--- src/rtl/uart_tx_arbiter.sv ---
// Round-robin, packet-locking arbiter that shares one UART transmitter among
// P_NUM_REQ byte sources and sequences its enable/busy handshake.
module uart_tx_arbiter #(
    parameter int unsigned P_NUM_REQ      = 4,
    parameter int unsigned P_BUSY_TIMEOUT = 4
) (
    input  logic                     i_CLK,
    input  logic                     i_RESET,
    input  logic [P_NUM_REQ-1:0]     i_REQ_VALID,
    input  logic [8*P_NUM_REQ-1:0]   i_REQ_DATA,
    input  logic [P_NUM_REQ-1:0]     i_REQ_LAST,
    output logic [P_NUM_REQ-1:0]     o_REQ_READY,
    output logic [P_NUM_REQ-1:0]     o_GRANT,
    output logic                     o_TX_ENABLE,
    output logic [7:0]               o_TX_DATA,
    input  logic                     i_TX_BUSY,
    output logic                     o_ACTIVE,
    output logic                     o_ERROR
);

    localparam int unsigned IDX_W = (P_NUM_REQ > 1) ? $clog2(P_NUM_REQ) : 1;
    localparam int unsigned CNT_W = $clog2(P_BUSY_TIMEOUT + 1);

    typedef enum logic [1:0] {
        S_ARB       = 2'd0,
        S_LAUNCH    = 2'd1,
        S_WAIT_BUSY = 2'd2,
        S_WAIT_DONE = 2'd3
    } state_t;

    state_t                 state_q;
    logic [IDX_W-1:0]       ptr_q;
    logic [IDX_W-1:0]       owner_q;
    logic                   lock_q;
    logic [7:0]             data_q;
    logic [CNT_W-1:0]       cnt_q;
    logic                   tx_en_q;
    logic                   error_q;
    logic                   active_q;
    logic [P_NUM_REQ-1:0]   grant_q;

    logic                   win_found_c;
    logic [IDX_W-1:0]       win_idx_c;
    logic [7:0]             win_data_c;
    logic                   win_last_c;
    logic [P_NUM_REQ-1:0]   win_onehot_c;
    logic                   xfer_c;

    // Winner selection: locked owner, else first valid requester after ptr.
    always_comb begin
        int unsigned j;
        win_found_c  = 1'b0;
        win_idx_c    = owner_q;
        win_onehot_c = '0;
        j            = 0;
        if (lock_q) begin
            win_found_c = i_REQ_VALID[owner_q];
        end else begin
            for (int unsigned i = 1; i <= P_NUM_REQ; i++) begin
                j = 32'(ptr_q) + i;
                if (j >= P_NUM_REQ) begin
                    j = j - P_NUM_REQ;
                end
                if (!win_found_c && i_REQ_VALID[IDX_W'(j)]) begin
                    win_found_c = 1'b1;
                    win_idx_c   = IDX_W'(j);
                end
            end
        end
        win_data_c              = i_REQ_DATA[{win_idx_c, 3'b000} +: 8];
        win_last_c              = i_REQ_LAST[win_idx_c];
        win_onehot_c[win_idx_c] = 1'b1;
    end

    assign xfer_c      = (state_q == S_ARB) && !i_TX_BUSY && win_found_c;
    assign o_REQ_READY = xfer_c ? win_onehot_c : '0;

    always_ff @(posedge i_CLK or posedge i_RESET) begin
        if (i_RESET) begin
            state_q  <= S_ARB;
            ptr_q    <= IDX_W'(P_NUM_REQ - 1);
            owner_q  <= '0;
            lock_q   <= 1'b0;
            data_q   <= '0;
            cnt_q    <= '0;
            tx_en_q  <= 1'b0;
            error_q  <= 1'b0;
            active_q <= 1'b0;
            grant_q  <= '0;
        end else begin
            tx_en_q <= 1'b0;
            error_q <= 1'b0;
            case (state_q)
                S_ARB: begin
                    if (xfer_c) begin
                        data_q   <= win_data_c;
                        owner_q  <= win_idx_c;
                        ptr_q    <= win_idx_c;
                        lock_q   <= !win_last_c;
                        grant_q  <= win_onehot_c;
                        tx_en_q  <= 1'b1;
                        active_q <= 1'b1;
                        state_q  <= S_LAUNCH;
                    end
                end
                S_LAUNCH: begin
                    cnt_q   <= '0;
                    state_q <= S_WAIT_BUSY;
                end
                S_WAIT_BUSY: begin
                    if (i_TX_BUSY) begin
                        state_q <= S_WAIT_DONE;
                    end else if (cnt_q == CNT_W'(P_BUSY_TIMEOUT - 1)) begin
                        // Transmitter never accepted the byte: drop it and free the lock.
                        error_q  <= 1'b1;
                        lock_q   <= 1'b0;
                        grant_q  <= '0;
                        active_q <= 1'b0;
                        state_q  <= S_ARB;
                    end else begin
                        cnt_q <= cnt_q + CNT_W'(1);
                    end
                end
                S_WAIT_DONE: begin
                    if (!i_TX_BUSY) begin
                        active_q <= 1'b0;
                        if (!lock_q) begin
                            grant_q <= '0;
                        end
                        state_q <= S_ARB;
                    end
                end
                default: state_q <= S_ARB;
            endcase
        end
    end

    assign o_GRANT     = grant_q;
    assign o_TX_ENABLE = tx_en_q;
    assign o_TX_DATA   = data_q;
    assign o_ACTIVE    = active_q;
    assign o_ERROR     = error_q;

endmodule
--- config.mk ---
export PLATFORM = sky130hd
export DESIGN_NAME = uart_tx_arbiter
export DESIGN_NICKNAME = d
export VERILOG_FILES = /design/src/rtl/uart_tx_arbiter.sv
export SDC_FILE = /design/constraint.sdc
export NUM_CORES = 1
export LEC_CHECK = 0
export ABC_CLOCK_PERIOD_IN_PS = 2700
export BUFFER_PORTS_ARGS = -buffer_cell sky130_fd_sc_hd__buf_2
export CORE_MARGIN = 2
export CORE_UTILIZATION = 29
export DETAILED_ROUTE_END_ITERATION = 8
export GPL_ROUTABILITY_DRIVEN = 0
export PLACE_DENSITY = 0.51
export SLEW_MARGIN = 0
export SYNTH_ARGS = -nofsm -noshare
export SYNTH_HDL_FRONTEND = slang
export SYNTH_SLANG_ARGS = --single-unit
--- constraint.sdc ---
create_clock -name i_CLK -period 2.7 [get_ports i_CLK]
set_input_delay 0.27 -clock i_CLK [delete_from_list [all_inputs] [get_ports i_CLK]]
set_output_delay 0.27 -clock i_CLK [all_outputs]
set_load 0.1 [all_outputs]
## Yosys cells after proc, flatten, opt, wreduce, memory -nomap -nowiden

Index checks and enable logic that the tools add are counted.

| word-level totals | value |
|---|---|
| output and inout port bits | 19 |
| bits in registers | 25 |

| operators by class | value |
|---|---|
| reductions and logical operators | 21 |
| add/subtract/negate cells | 9 |
| shift operators | 1 |
| mux-type cells | 62 |
| magnitude comparators | 11 |
| equal/unequal tests | 11 |

Operators with widths:

| cell | number |
|---|---|
| $mux 2 | 17 |
| $shiftx 32x6->8 | 1 |
| $mux 1 | 25 |
| $mux 4 | 6 |
| $lt 2x3->1 const B | 6 |
| $bmux 1 s2 | 6 |
| $ne 2x2->1 const B | 6 |
| $pmux 4 s3 | 1 |
| $ge 3x3->1 const B | 3 |
| $pmux 2 s4 | 1 |
| $sub 2x1->2 const B | 4 |
| $add 2x2->3 const B | 2 |
| $logic_and 1x1->1 | 6 |
| $mux 3 | 2 |
| $pmux 3 s2 | 1 |
| $reduce_and 3->1 | 2 |
| $reduce_and 6->1 | 1 |
| $logic_not 1->1 | 5 |
| $reduce_and 5->1 | 1 |
| $add 2x3->4 const B | 1 |
| $eq 2x2->1 const B | 2 |
| $ge 4x3->1 const B | 1 |
| $reduce_and 4->1 | 1 |
| $reduce_bool 2->1 | 2 |
| other kinds (12) | 12 |

## Longest topological paths before layout

Gate-level depths: netlist of run 1.

| depth | value |
|---|---|
| word-level depth | 26 |
| depth in mapped cells | 8 |

## Worst setup path after synthesis of run 1

No wires, ideal clock.

| timing path | value |
|---|---|
| kind | reg2out |
| start | register ptr_q[0] |
| end | output port o_REQ_READY[3] |
| path buffers | 0 |
| data required time | 2.430 ns |
| slack | -0.502 ns |
| arrival | 2.932 ns |
| cell stages (with the launch flop) | 6 |
| cell sequence | dfstp_2 > mux4_2 > clkinv_1 > a311oi_2 > a211oi_4 > nor3b_2 |

| on the way | value |
|---|---|
| word-level cells in the longest chain between the ends | 25 |

RTL lines:

| element | RTL line | text |
|---|---|---|
| from (decl) | 32 | `logic [IDX_W-1:0] ptr_q;` |
| from (signal assigned) | 81 | `ptr_q <= IDX_W'(P_NUM_REQ - 1);` |
| from (signal assigned) | 98 | `ptr_q <= win_idx_c;` |
| $add 2x1->3 | 60 | `j = 32'(ptr_q) + i;` |
| $ge 3x3->1 or $sub 2x1->2 (tied branches) | 61, 62 |  |
| $mux 2 | 61 | `if (j >= P_NUM_REQ) begin` |
| $mux 2 | 56 | `if (lock_q) begin` |
| $bmux 1 s2 | 64 | `if (!win_found_c && i_REQ_VALID[IDX_W'(j)]) begin` |
| $mux 1 (implied by the code) | 64 |  |
| $mux 1 | 64 |  |
| $mux 1 | 56 |  |
| [... 9 more ...] | - |  |
| $logic_and 1x1->1 | 64 |  |
| $mux 2 | 64 |  |
| $mux 2 | 56 |  |
| $lt 2x3->1 (implied by the code) or $ge 2x1->1 (tied branches) | 72 | `win_onehot_c[win_idx_c] = 1'b1;` |
| $logic_and 1x1->1 (implied by the code) | 72 |  |
| $mux 1 (implied by the code) | 72 |  |
| $demux 1 s2 | 72 |  |
| $mux 4 (*) | 76 | `assign o_REQ_READY = xfer_c ? win_onehot_c : '0;` |
| to (decl) | 12 | `output logic [P_NUM_REQ-1:0] o_REQ_READY,` |

Every way passes the cells marked *; elsewhere a longest branch is shown, timed or not. The select of a mux whose other input is x is not followed.

## Worst setup path after layout of run 1

Ends and elaborated chain as after synthesis.

==> results of run 1 <==
## layer usage
layer	vias to the layer above	wire, um	track usage
met2	56	1769	0.2145
met4	0	19	0.02632
li1	675	-	-
met1	626	1679	0.1673
met5	-	0	0
met3	2	308	0.03182
## through the flow
stage | setup WS (ns) | hold WS [ns] | std cells
after floorplan | -0.4507 | 0.2958 | 151
after global placement | 0.2293 | 0.4562 | 278
after detailed placement | 0.1775 | 0.4665 | 278
after CTS | -0.02601 | 0.2396 | 286
after global routing | -0.1469 | 0.2824 | 288
final | -0.01271 | 0.2075 | 288
## sequential cells by signal (all words and copies together) (netlist names)
register     flops
cnt_q            3
ptr_q            2
owner_q          2
lock_q           1
o_TX_DATA        8
o_GRANT          4
o_ACTIVE         1
o_ERROR          1
o_TX_ENABLE      1
state_q          2
## worst paths after layout
kind                            startpoint              to  slack [ns]  depth (start not counted)
min in group i_CLK               i_TX_BUSY      state_q[0]        0.27                          3
worst max-delay path              ptr_q[0]  o_REQ_READY[3]       -0.01                          6
max in group asynchronous          i_RESET      owner_q[0]        1.89                          2
worst min-delay path               i_RESET    o_TX_DATA[1]        0.21                          2
worst max register to register    ptr_q[0]          lock_q        0.17                          7
worst min register to register  o_GRANT[1]      o_GRANT[1]        0.48                          1
## report_power, final
part | switching, mW | internal, mW | total, mW
logic | 1.30 | 0.699 | 2.00
registers | 0.149 | 0.547 | 0.697
clock network | 0.121 | 0.104 | 0.226
total | 1.57 | 1.35 | 2.92
## cell families (layout without fill, tap and decap cells)
| kind of cell | after synthesis | count (layout) | synth area share |
|---|---|---|---|
| adder cells (fa/ha/maj) | 2 | 2 | 0.01542 |
| flip-flops | 25 | 25 | 0.3870 |
| AND/OR/NAND/NOR | 34 | 34 | 0.1141 |
| AO/OA/AOI/OAI | 32 | 32 | 0.1480 |
| multiplexers | 39 | 39 | 0.2668 |
| buffers and inverters | 19 | 84 | 0.06862 |
## what timing repair did
action                     in CTS  in global routing
resized for setup               2                  4
cloned                          0                  0
buffers inserted                4                  2
pin swaps                       2                  3
hold buffers                    0                  0
setup endpoints to repair       3                  4
## placed cells by master (no fill, tap or decap), drive strengths merged, types with 3 or more instances in the layout
cell type | Yosys | layout
buf | 7 | 71
mux2i | 26 | 26
dfrtp | 23 | 23
mux2 | 11 | 11
nand2 | 10 | 10
inv | 8 | 8
o21ai | 7 | 7
o21a | 6 | 6
a21o | 6 | 6
nor2 | 6 | 6
nor3b | 6 | 6
nor3 | 4 | 4
clkbuf | 3 | 3
a21oi | 3 | 3
## layout make-up
class / instances / area (um2)
timing repair buffer: 71 / 444.2
sequential: 25 / 628.1
fill: 536 / 3272
inverter: 9 / 35.03
tap: 72 / 90.09
multi-input combinational: 107 / 920.9
clock inverter: 1 / 7.507
clock buffer: 3 / 41.29
==> reports/results.tsv, run 1 <==
stage	metric	value	unit
detailed_routing	first_pass_iters	4	
power	p_per_area	1349	nW/um2
global_routing	antenna_found_initial	0	
layout	insertedDiodeCount	0	
floorplan	initial_utilization	0.2984	
timing	post-route-period-util	1.005	
timing	rsz0062_at_grt	true	
setup_path	cp.arrival	2.44	ns
yosys	synth_area_leaders	dfrtp_1 35%, mux2i_1 16%, mux2_2 7.6%	
placed_design	post-dp-hpwl	2882	um
setup_path	cp.buffers_inverters	2	
yosys	yosys_warnings	0	
setup_path	cp_slowest_cell	dfstp_2	
detailed_routing	vias_per_cell	4.719	
clock_network	numClockSinks	25	
timing	fin_crit	2.713	ns
min_path	min-delay-path-class	in2async	
timing	setup_viol	1	
setup_path	critPathMaxStageDelay	0.58	ns
timing	hold_viol_final	0	
yosys	ys_ff_latch	25	
setup_path	end_kind	output port	
yosys	yosysTopAreaCell	dfrtp_1	
timing	clock.fmax	368.6	MHz
floorplan	io_pins	62	
run	cap_violations	0	
yosys	synth_seq_area_share	0.3870	
floorplan	std_cell_rows	27	
layout	final_area	2167	um2
yosys	synthesis.area	1623	um2
timing	setup_slack	-0.01271	ns
layout	drive_above_1_share	0.4676	
yosys	synthDistinctLibCells	40	
detailed_routing	final_antenna_net_count	0	
clock_network	clkLatencyLatePin	0.27	ns
global_routing	grt_max_degree	26	
yosys	syn_inst	151	
global_routing	grt_use_total	0.1279	
global_routing	globalRouteOverflowTotal	0	
status	outcome	complete, but fails checks	
yosys	yosysMostFrequentCell	mux2i_1	
layout	fin_nets	262	
floorplan	die_width	78.81	um
yosys	syn_nets	196	
power	ir_drop	581.8	uV
layout	fin_util	0.3984	
placed_design	numPortBuffers	61	
global_routing	grt_pass1_wl	6451	um
detailed_routing	drc	0	
clock_network	cts.htree.levels	1	
clock_network	clockBufferDepth	2	
yosys	synth_ff_type	dfrtp_1	
setup_path	start_kind	flip-flop	
power	p_leak	1.093	nW
floorplan	die_y	78.81	um
detailed_routing	via_count	1359	
global_routing	grt_pass1_vias	1394	
layout	area_growth_syn_to_layout	33.54	%
setup_path	crit_family	flip-flops	
clock_network	numCtsBuffers	3	
timing	finClkSkew	0.008601	ns
yosys	syn_avg_cell_area	10.75	um2
setup_path	crit_chain	mux4_2, clkinv_2, a311oi_4, a211oi_4, nor3b_4, buf_12	
yosys	async_flop_share	1.000	
floorplan	core-area	5439	um2
placed_design	dpl-instance-area	2042	um2
timing	max_slew_margin	0.3522	
detailed_routing	first_iter_violations	51	
detailed_routing	wl_per_cell	13.11	um
clock_network	cts_tree	yes	
clock_network	cts-root-buf	clkbuf_8	
status	failed_checks	negative setup slack	
yosys	synth_top_area_frac	0.3547	
clock_network	path_clk_slew	0.09	ns
yosys	ys_top_cells_by_count	26 x mux2i_1, 23 x dfrtp_1, 11 x mux2_2	
setup_path	critPathRequiredTime	2.43	ns
detailed_routing	routed_wl	3777	um
timing	tightestPinTransition	0.9707	ns
setup_path	path_max_fanout	5	
yosys	synth_edf_count	0	
timing	slew_viol_final	0	
setup_path	path_class	reg2out	
timing	tns	-0.01271	ns
floorplan	die-area	6210	um2
power	p_total	2.923	mW
Power figures use the tool's default switching activity.
==> run 2: changes to the inputs <==
--- a/config.mk
+++ b/config.mk
@@ -6,7 +6,7 @@
 export NUM_CORES = 1
 export LEC_CHECK = 0
 export ABC_CLOCK_PERIOD_IN_PS = 2700
-export BUFFER_PORTS_ARGS = -buffer_cell sky130_fd_sc_hd__buf_2
+export BUFFER_PORTS_ARGS = -buffer_cell sky130_fd_sc_hd__clkbuf_2
 export CORE_MARGIN = 2
 export CORE_UTILIZATION = 29
 export DETAILED_ROUTE_END_ITERATION = 8
==> run 2 against run 1 <==
  * The run now ends clean
  * Total power fell by 2.5%
  * Sequential power fell by 0.6%
  * Hold slack got worse by 0.029 ns
  * Core utilization fell by 1.0 points
  * Maximum frequency rose by 2.1%
  * Critical path depth did not move
  * Wire length fell by 2.6%
  * Global-route usage fell by 0.26 points
  * Worst setup slack improved by 0.057 ns
  * Die area did not move
  * Count of clock-buffer cells in the layout did not move
  * Register-to-register slack improved by 0.07 ns
  * Critical path type unchanged
  * Critical endpoint unchanged
==> reports/results.tsv, run 2 (synthesis gave the netlist of run 1 again) <==
stage	metric	value	unit	change
power	p_switching	1.553	mW	was 1.572 mW
power	p_comb_frac	0.676		was 0.684
timing	finClkSkew	0.006651	ns	was 0.008601 ns
timing	max_slew_margin	0.3619		was 0.3522
setup_path	path_class	reg2out		unchanged
layout	fin_cells	283		was 288
global_routing	grt_max_degree	26		unchanged
layout	layout_commonest_cell	clkbuf_2		was buf_2
power	sw_frac_of_total	0.5451		was 0.5379
clock_network	cts.htree.levels	1		unchanged
layout	fin_nets	257		was 262
layout	insertedDiodeCount	0		unchanged
timing	rsz0062_at_grt	true		unchanged
clock_network	holdBufCountCts	0		unchanged
detailed_routing	via_count	1332		was 1359
layout	largest_register_ffs	8		unchanged
floorplan	initial_utilization	0.2984		unchanged
clock_network	clockBufferDepth	2		unchanged
power	ir_drop	842.1	uV	was 581.8 uV
setup_path	critPathRequiredTime	2.43	ns	about the same
detailed_routing	first_pass_iters	4		unchanged
min_path	min-delay-path-class	in2async		unchanged
global_routing	globalRouteOverflowTotal	0		unchanged
setup_path	start_kind	flip-flop		unchanged
setup_path	cp.depth	6		unchanged
power	p_leak	1.068	nW	was 1.093 nW
setup_path	cp_slowest_cell	dfstp_2		unchanged
layout	area_growth_syn_to_layout	30.15	%	was 33.54%
detailed_routing	vias_per_cell	4.707		was 4.719
floorplan	die-area	6210	um2	unchanged
setup_path	cp.buffers_inverters	2		unchanged
setup_path	end_kind	output port		unchanged
run	cap_violations	0		unchanged
clock_network	clkLatencyLatePin	0.27	ns	about the same
clock_network	cts_tree	yes		unchanged
detailed_routing	first_iter_violations	26		was 51
placed_design	post-dp-hpwl	2882	um	about the same
detailed_routing	wl_per_cell	13.00	um	was 13.11 um
setup_path	path_max_fanout	5		unchanged
setup_path	crit_family	flip-flops		unchanged
power	p_per_area	1349	nW/um2	about the same
status	outcome	finished, final reports clean		was complete, but fails checks
global_routing	grt_use_total	0.1252		was 0.1279
clock_network	numCtsBuffers	3		unchanged
timing	post-route-period-util	0.9837		was 1.005
setup_path	crit_chain	mux4_2, clkinv_2, a311oi_2, a211oi_4, nor3b_4, buf_12		was mux4_2, clkinv_2, a311oi_4, a211oi_4, nor3b_4, buf_12
timing	setup_viol	0		was 1
layout	layout_common_cells	57 x clkbuf_2, 26 x mux2i_1, 23 x dfrtp_1, 11 x mux2_2, 10 x nand2_1		was 57 x buf_2, 26 x mux2i_1, 23 x dfrtp_1, 11 x mux2_2, 10 x nand2_1
global_routing	antenna_found_initial	0		unchanged
floorplan	std_cell_rows	27		unchanged
placed_design	place_ws	0.2534	ns	was 0.1775 ns
detailed_routing	drc	0		unchanged
timing	tightestPinTransition	0.9561	ns	was 0.9707 ns
clock_network	path_clk_slew	0.10	ns	was 0.09 ns
floorplan	die_width	78.81	um	unchanged
clock_network	cts-root-buf	clkbuf_8		unchanged
timing	fin_crit	2.656	ns	was 2.713 ns
layout	drive_above_1_share	0.4502		was 0.4676
power	pwr-share-clk	0.081		was 0.077
setup_path	reg2reg_depth	7		unchanged
timing	setup_slack	0.04398	ns	was -0.01271 ns
layout	fin_util	0.3883		was 0.3984
power	internal_power	1.296	mW	was 1.351 mW
setup_path	critPathMaxStageDelay	0.56	ns	was 0.58 ns
power	seqPwrFrac	0.243		was 0.238
placed_design	placed_cells	279		was 278
floorplan	die_y	78.81	um	unchanged
clock_network	numClockSinks	25		unchanged
timing	clock.fmax	376.5	MHz	was 368.6 MHz
timing	slew_viol_final	0		unchanged
global_routing	grt_pass1_vias	1337		was 1394
setup_path	cp.arrival	2.39	ns	was 2.44 ns
detailed_routing	routed_wl	3679	um	was 3777 um
floorplan	io_pins	62		unchanged
detailed_routing	final_antenna_net_count	0		unchanged
floorplan	core-area	5439	um2	unchanged
global_routing	grt_pass1_wl	6292	um	was 6451 um
timing	hold_viol_final	0		unchanged
placed_design	numPortBuffers	61		unchanged
==> run 2: changes by cell type in the layout (fill, tap and decap cells not counted), sizes merged <==
| cell | previous run | this run |
|---|---|---|
| buf | 71 | 9 |
| clkbuf | 3 | 60 |
==> run 2: cell type report <==
type	count	area, um2
tap	72	90.09
clock inverter	1	7.507
inverter	9	35.03
clock buffer	3	41.29
fill	531	3327
sequential	25	628.1
timing repair buffer	66	402.9
multi-input combinational	107	907.1
==> run 2: stage by stage <==
stage / hold slack, ns / setup TNS [ns] / cell area (um2) / power [mW]
after floorplan: 0.2958 / -1.793 / 1630 / 2.320
after global placement: 0.4604 / 0 / 2049 / 2.625
after detailed placement: 0.4689 / 0 / 2049 / 2.630
after CTS: 0.2176 / -0.07856 / 2098 / 2.867
after global routing: 0.2498 / -0.1761 / 2112 / 3.039
final: 0.1785 / 0 / 2112 / 2.849
==> run 2: final timing paths <==
path	start	to	slack [ns]
worst min register to register	o_GRANT[0]	o_GRANT[0]	0.48
worst max register to register	ptr_q[0]	lock_q	0.24
min in group i_CLK	i_TX_BUSY	state_q[0]	0.29
worst min-delay path	i_RESET	o_TX_DATA[1]	0.18
worst max-delay path	ptr_q[0]	o_REQ_READY[3]	0.04
max in group asynchronous	i_RESET	owner_q[1]	1.93
==> run 2: timing repair <==
action / in CTS / in global routing
hold endpoints to repair: 0 / 0
endpoints found under the setup margin: 2 / 4
resized for setup: 0 / 3
buffers inserted: 0 / 0
==> run 2: power by group through the flow <==
stage          registers, mW  logic [mW]  clock network, mW
3_3_place_gp           0.700        1.93                  0
3_5_place_dp           0.698        1.93                  0
4_1_cts                0.693        1.94              0.239
5_1_grt                0.726        2.06              0.253
2_1_floorplan           1.32        1.00                  0
6_report               0.693        1.93              0.231
==> run 2: metal layers <==
| layer | routed length, um | track usage | share of wire | vias to the layer above |
|---|---|---|---|---|
| met5 | 0 | 0 | 0 | - |
| met4 | 13 | 0.01579 | 0.0035 | 0 |
| met3 | 282 | 0.03523 | 0.077 | 2 |
| met2 | 1614 | 0.1949 | 0.44 | 51 |
| met1 | 1768 | 0.1781 | 0.48 | 615 |
| li1 | - | - | - | 664 |
==> run 3: changes to the inputs <==
--- a/config.mk
+++ b/config.mk
@@ -12,6 +12,7 @@
 export DETAILED_ROUTE_END_ITERATION = 8
 export GPL_ROUTABILITY_DRIVEN = 0
 export PLACE_DENSITY = 0.51
+export REMOVE_ABC_BUFFERS = 1
 export SLEW_MARGIN = 0
 export SYNTH_ARGS = -nofsm -noshare
 export SYNTH_HDL_FRONTEND = slang
==> run 3 against run 2 <==
  * The flow now finishes with violations (negative setup slack)
  * First-iteration DRC count is 77% higher
  * Die area stayed put
  * Highest routed layer unchanged
  * Clock power hardly changed
  * Sequential cell count stayed put
==> reports/results.tsv, run 3 (synthesis gave the netlist of run 1 again) <==
stage	metric	value	unit	change
detailed_routing	wl_per_cell	13.00	um	about the same
floorplan	die_width	78.81	um	unchanged
floorplan	die-area	6210	um2	unchanged
global_routing	grt_pass1_wl	6265	um	was 6292 um
global_routing	antenna_found_initial	0		unchanged
global_routing	grt_max_degree	26		unchanged
setup_path	path_class	reg2out		unchanged
layout	insertedDiodeCount	0		unchanged
timing	tightestPinTransition	0.9981	ns	was 0.9561 ns
setup_path	end_kind	output port		unchanged
clock_network	holdBufCountCts	0		unchanged
clock_network	numClockSinks	25		unchanged
power	p_total	2.970	mW	was 2.849 mW
layout	seq_area	628.1	um2	unchanged
clock_network	numCtsBuffers	3		unchanged
clock_network	cts_tree	yes		unchanged
setup_path	cp.arrival	2.44	ns	was 2.39 ns
status	outcome	complete, but fails checks		was finished, final reports clean
timing	hold_viol_final	0		unchanged
power	seqPwrFrac	0.233		was 0.243
layout	fin_cells	288		was 283
timing	max_slew_margin	0.3338		was 0.3619
setup_path	rrSetupSlack	0.17	ns	was 0.24 ns
timing	fin_crit	2.707	ns	was 2.656 ns
setup_path	r2r-start	ptr_q[0]		unchanged
placed_design	placed_cells	280		was 279
status	failed_checks	negative setup slack		
floorplan	io_pins	62		unchanged
timing	slew_viol_final	0		unchanged
layout	layout_commonest_cell	clkbuf_2		unchanged
timing	post-route-period-util	1.003		was 0.9837
detailed_routing	via_count	1347		was 1332
timing	setup_slack	-0.006785	ns	was 0.04398 ns
power	sw_frac_of_total	0.5359		was 0.5451
placed_design	numPortBuffers	61		unchanged
power	p_leak	1.101	nW	was 1.068 nW
floorplan	std_cell_rows	27		unchanged
power	p_comb_frac	0.689		was 0.676
global_routing	grt_pass1_vias	1323		was 1337
power	p_switching	1.592	mW	was 1.553 mW
layout	drive_above_1_share	0.4583		was 0.4502
setup_path	r2r_end	lock_q		unchanged
setup_path	start_kind	flip-flop		unchanged
layout	fin_nets	262		was 257
power	ir_drop	802.7	uV	was 842.1 uV
detailed_routing	routed_wl	3745	um	was 3679 um
floorplan	initial_utilization	0.2984		unchanged
power	p_per_area	1364	nW/um2	was 1349 nW/um2
layout	largest_register_ffs	8		unchanged
clock_network	path_clk_slew	0.10	ns	about the same
power	pwr-share-clk	0.078		was 0.081
timing	tns	-0.006785	ns	was 0 ns
setup_path	reg2reg_depth	8		was 7
layout	multiInputGateArea	930.9	um2	was 907.1 um2
detailed_routing	drc	0		unchanged
clock_network	cts.htree.levels	1		unchanged
floorplan	core-area	5439	um2	unchanged
detailed_routing	final_antenna_net_count	0		unchanged
timing	clock.fmax	369.4	MHz	was 376.5 MHz
timing	setup_viol	1		was 0
clock_network	cts-root-buf	clkbuf_8		unchanged
timing	finClkSkew	0.01225	ns	was 0.006651 ns
clock_network	clkLatencyLatePin	0.28	ns	was 0.27 ns
layout	fin_util	0.4003		was 0.3883
setup_path	path_max_fanout	6		was 5
clock_network	clockBufferDepth	2		unchanged
placed_design	post-dp-hpwl	2869	um	was 2882 um
detailed_routing	first_iter_violations	46		was 26
setup_path	critPathRequiredTime	2.43	ns	about the same
global_routing	globalRouteOverflowTotal	0		unchanged
min_path	min-delay-path-class	in2async		unchanged
layout	layout_common_cells	57 x clkbuf_2, 26 x mux2i_1, 23 x dfrtp_1, 11 x mux2_2, 10 x nand2_1		unchanged
power	internal_power	1.379	mW	was 1.296 mW
global_routing	grt_use_total	0.1257		was 0.1252
timing	rsz0062_at_grt	true		unchanged
detailed_routing	first_pass_iters	4		unchanged
setup_path	cp-startpoint	ptr_q[0]		unchanged
detailed_routing	vias_per_cell	4.677		was 4.707
run	cap_violations	0		unchanged
layout	area_growth_syn_to_layout	34.16	%	was 30.15%
layout	fill_cells	560		was 531
floorplan	die_y	78.81	um	unchanged
## run 3: cell count changes in the layout (fill, tap and decap cells not counted), moves of 2 or more
cell	change
o21ai_0	-2
a311oi_2	-2
buf_4	+4
o21ai_1	+2
## run 3: how the worst max path moves through the flow
stage / endpoint / depth (start not counted)
final: o_REQ_READY[3] / 6
after global routing: o_REQ_READY[3] / 6
after CTS: o_REQ_READY[3] / 6
after detailed placement: o_REQ_READY[3] / 6
after global placement: o_REQ_READY[3] / 6
after floorplan: o_REQ_READY[0] / 4
## run 3: layout make-up
cell class                      count  area share
Tap cell                           72     0.04138
Clock inverter                      1    0.003448
Timing Repair Buffer               71      0.2040
Clock buffer                        3     0.01897
Sequential cell                    25      0.2885
Multi-Input combinational cell    107      0.4276
Inverter                            9     0.01609
## run 3: power groups by stage
stage                     Combinational (mW)  Sequential, mW  Clock (mW)
after global placement                  1.94           0.698           0
after CTS                               2.03           0.695       0.241
after global routing                    2.17           0.723       0.257
after floorplan                        0.862            1.36           0
final                                   2.05           0.692       0.230
after detailed placement                1.95           0.698           0
## run 3: per-layer routing
metal | routed length [um] | share of wire | global-route usage | vias up
met3 | 300 | 0.080 | 0.03750 | 5
met4 | 44 | 0.012 | 0.03684 | 0
met2 | 1713 | 0.46 | 0.1940 | 46
met5 | 0 | 0 | 0 | -
met1 | 1686 | 0.45 | 0.1704 | 617
li1 | - | - | - | 679
## run 3: critical path, cell delays in order, from the launching register on
cell and delay (ns):
dfstp_2 0.56, mux4_2 0.52, clkinv_2 0.08, a311oi_4 0.09, a211oi_4 0.40, nor3b_4 0.32
buf_12 0.21
## run 3: timing repair
action,in CTS,in global routing
gates cloned,0,0
setup endpoints to repair,3,4
buffers inserted,2,2
pin swaps,4,1
resized for setup,7,4
## run 3: through the flow
step	worst slack, ns	cell area, um2	hold WS (ns)
finish	-0.006785	2177	0.1920
CTS	-0.02214	2148	0.2208
floorplan	-1.312	1545	0.2958
global route	-0.1112	2177	0.2832
detailed placement	0.1841	2049	0.4675
global placement	0.2442	2049	0.4646
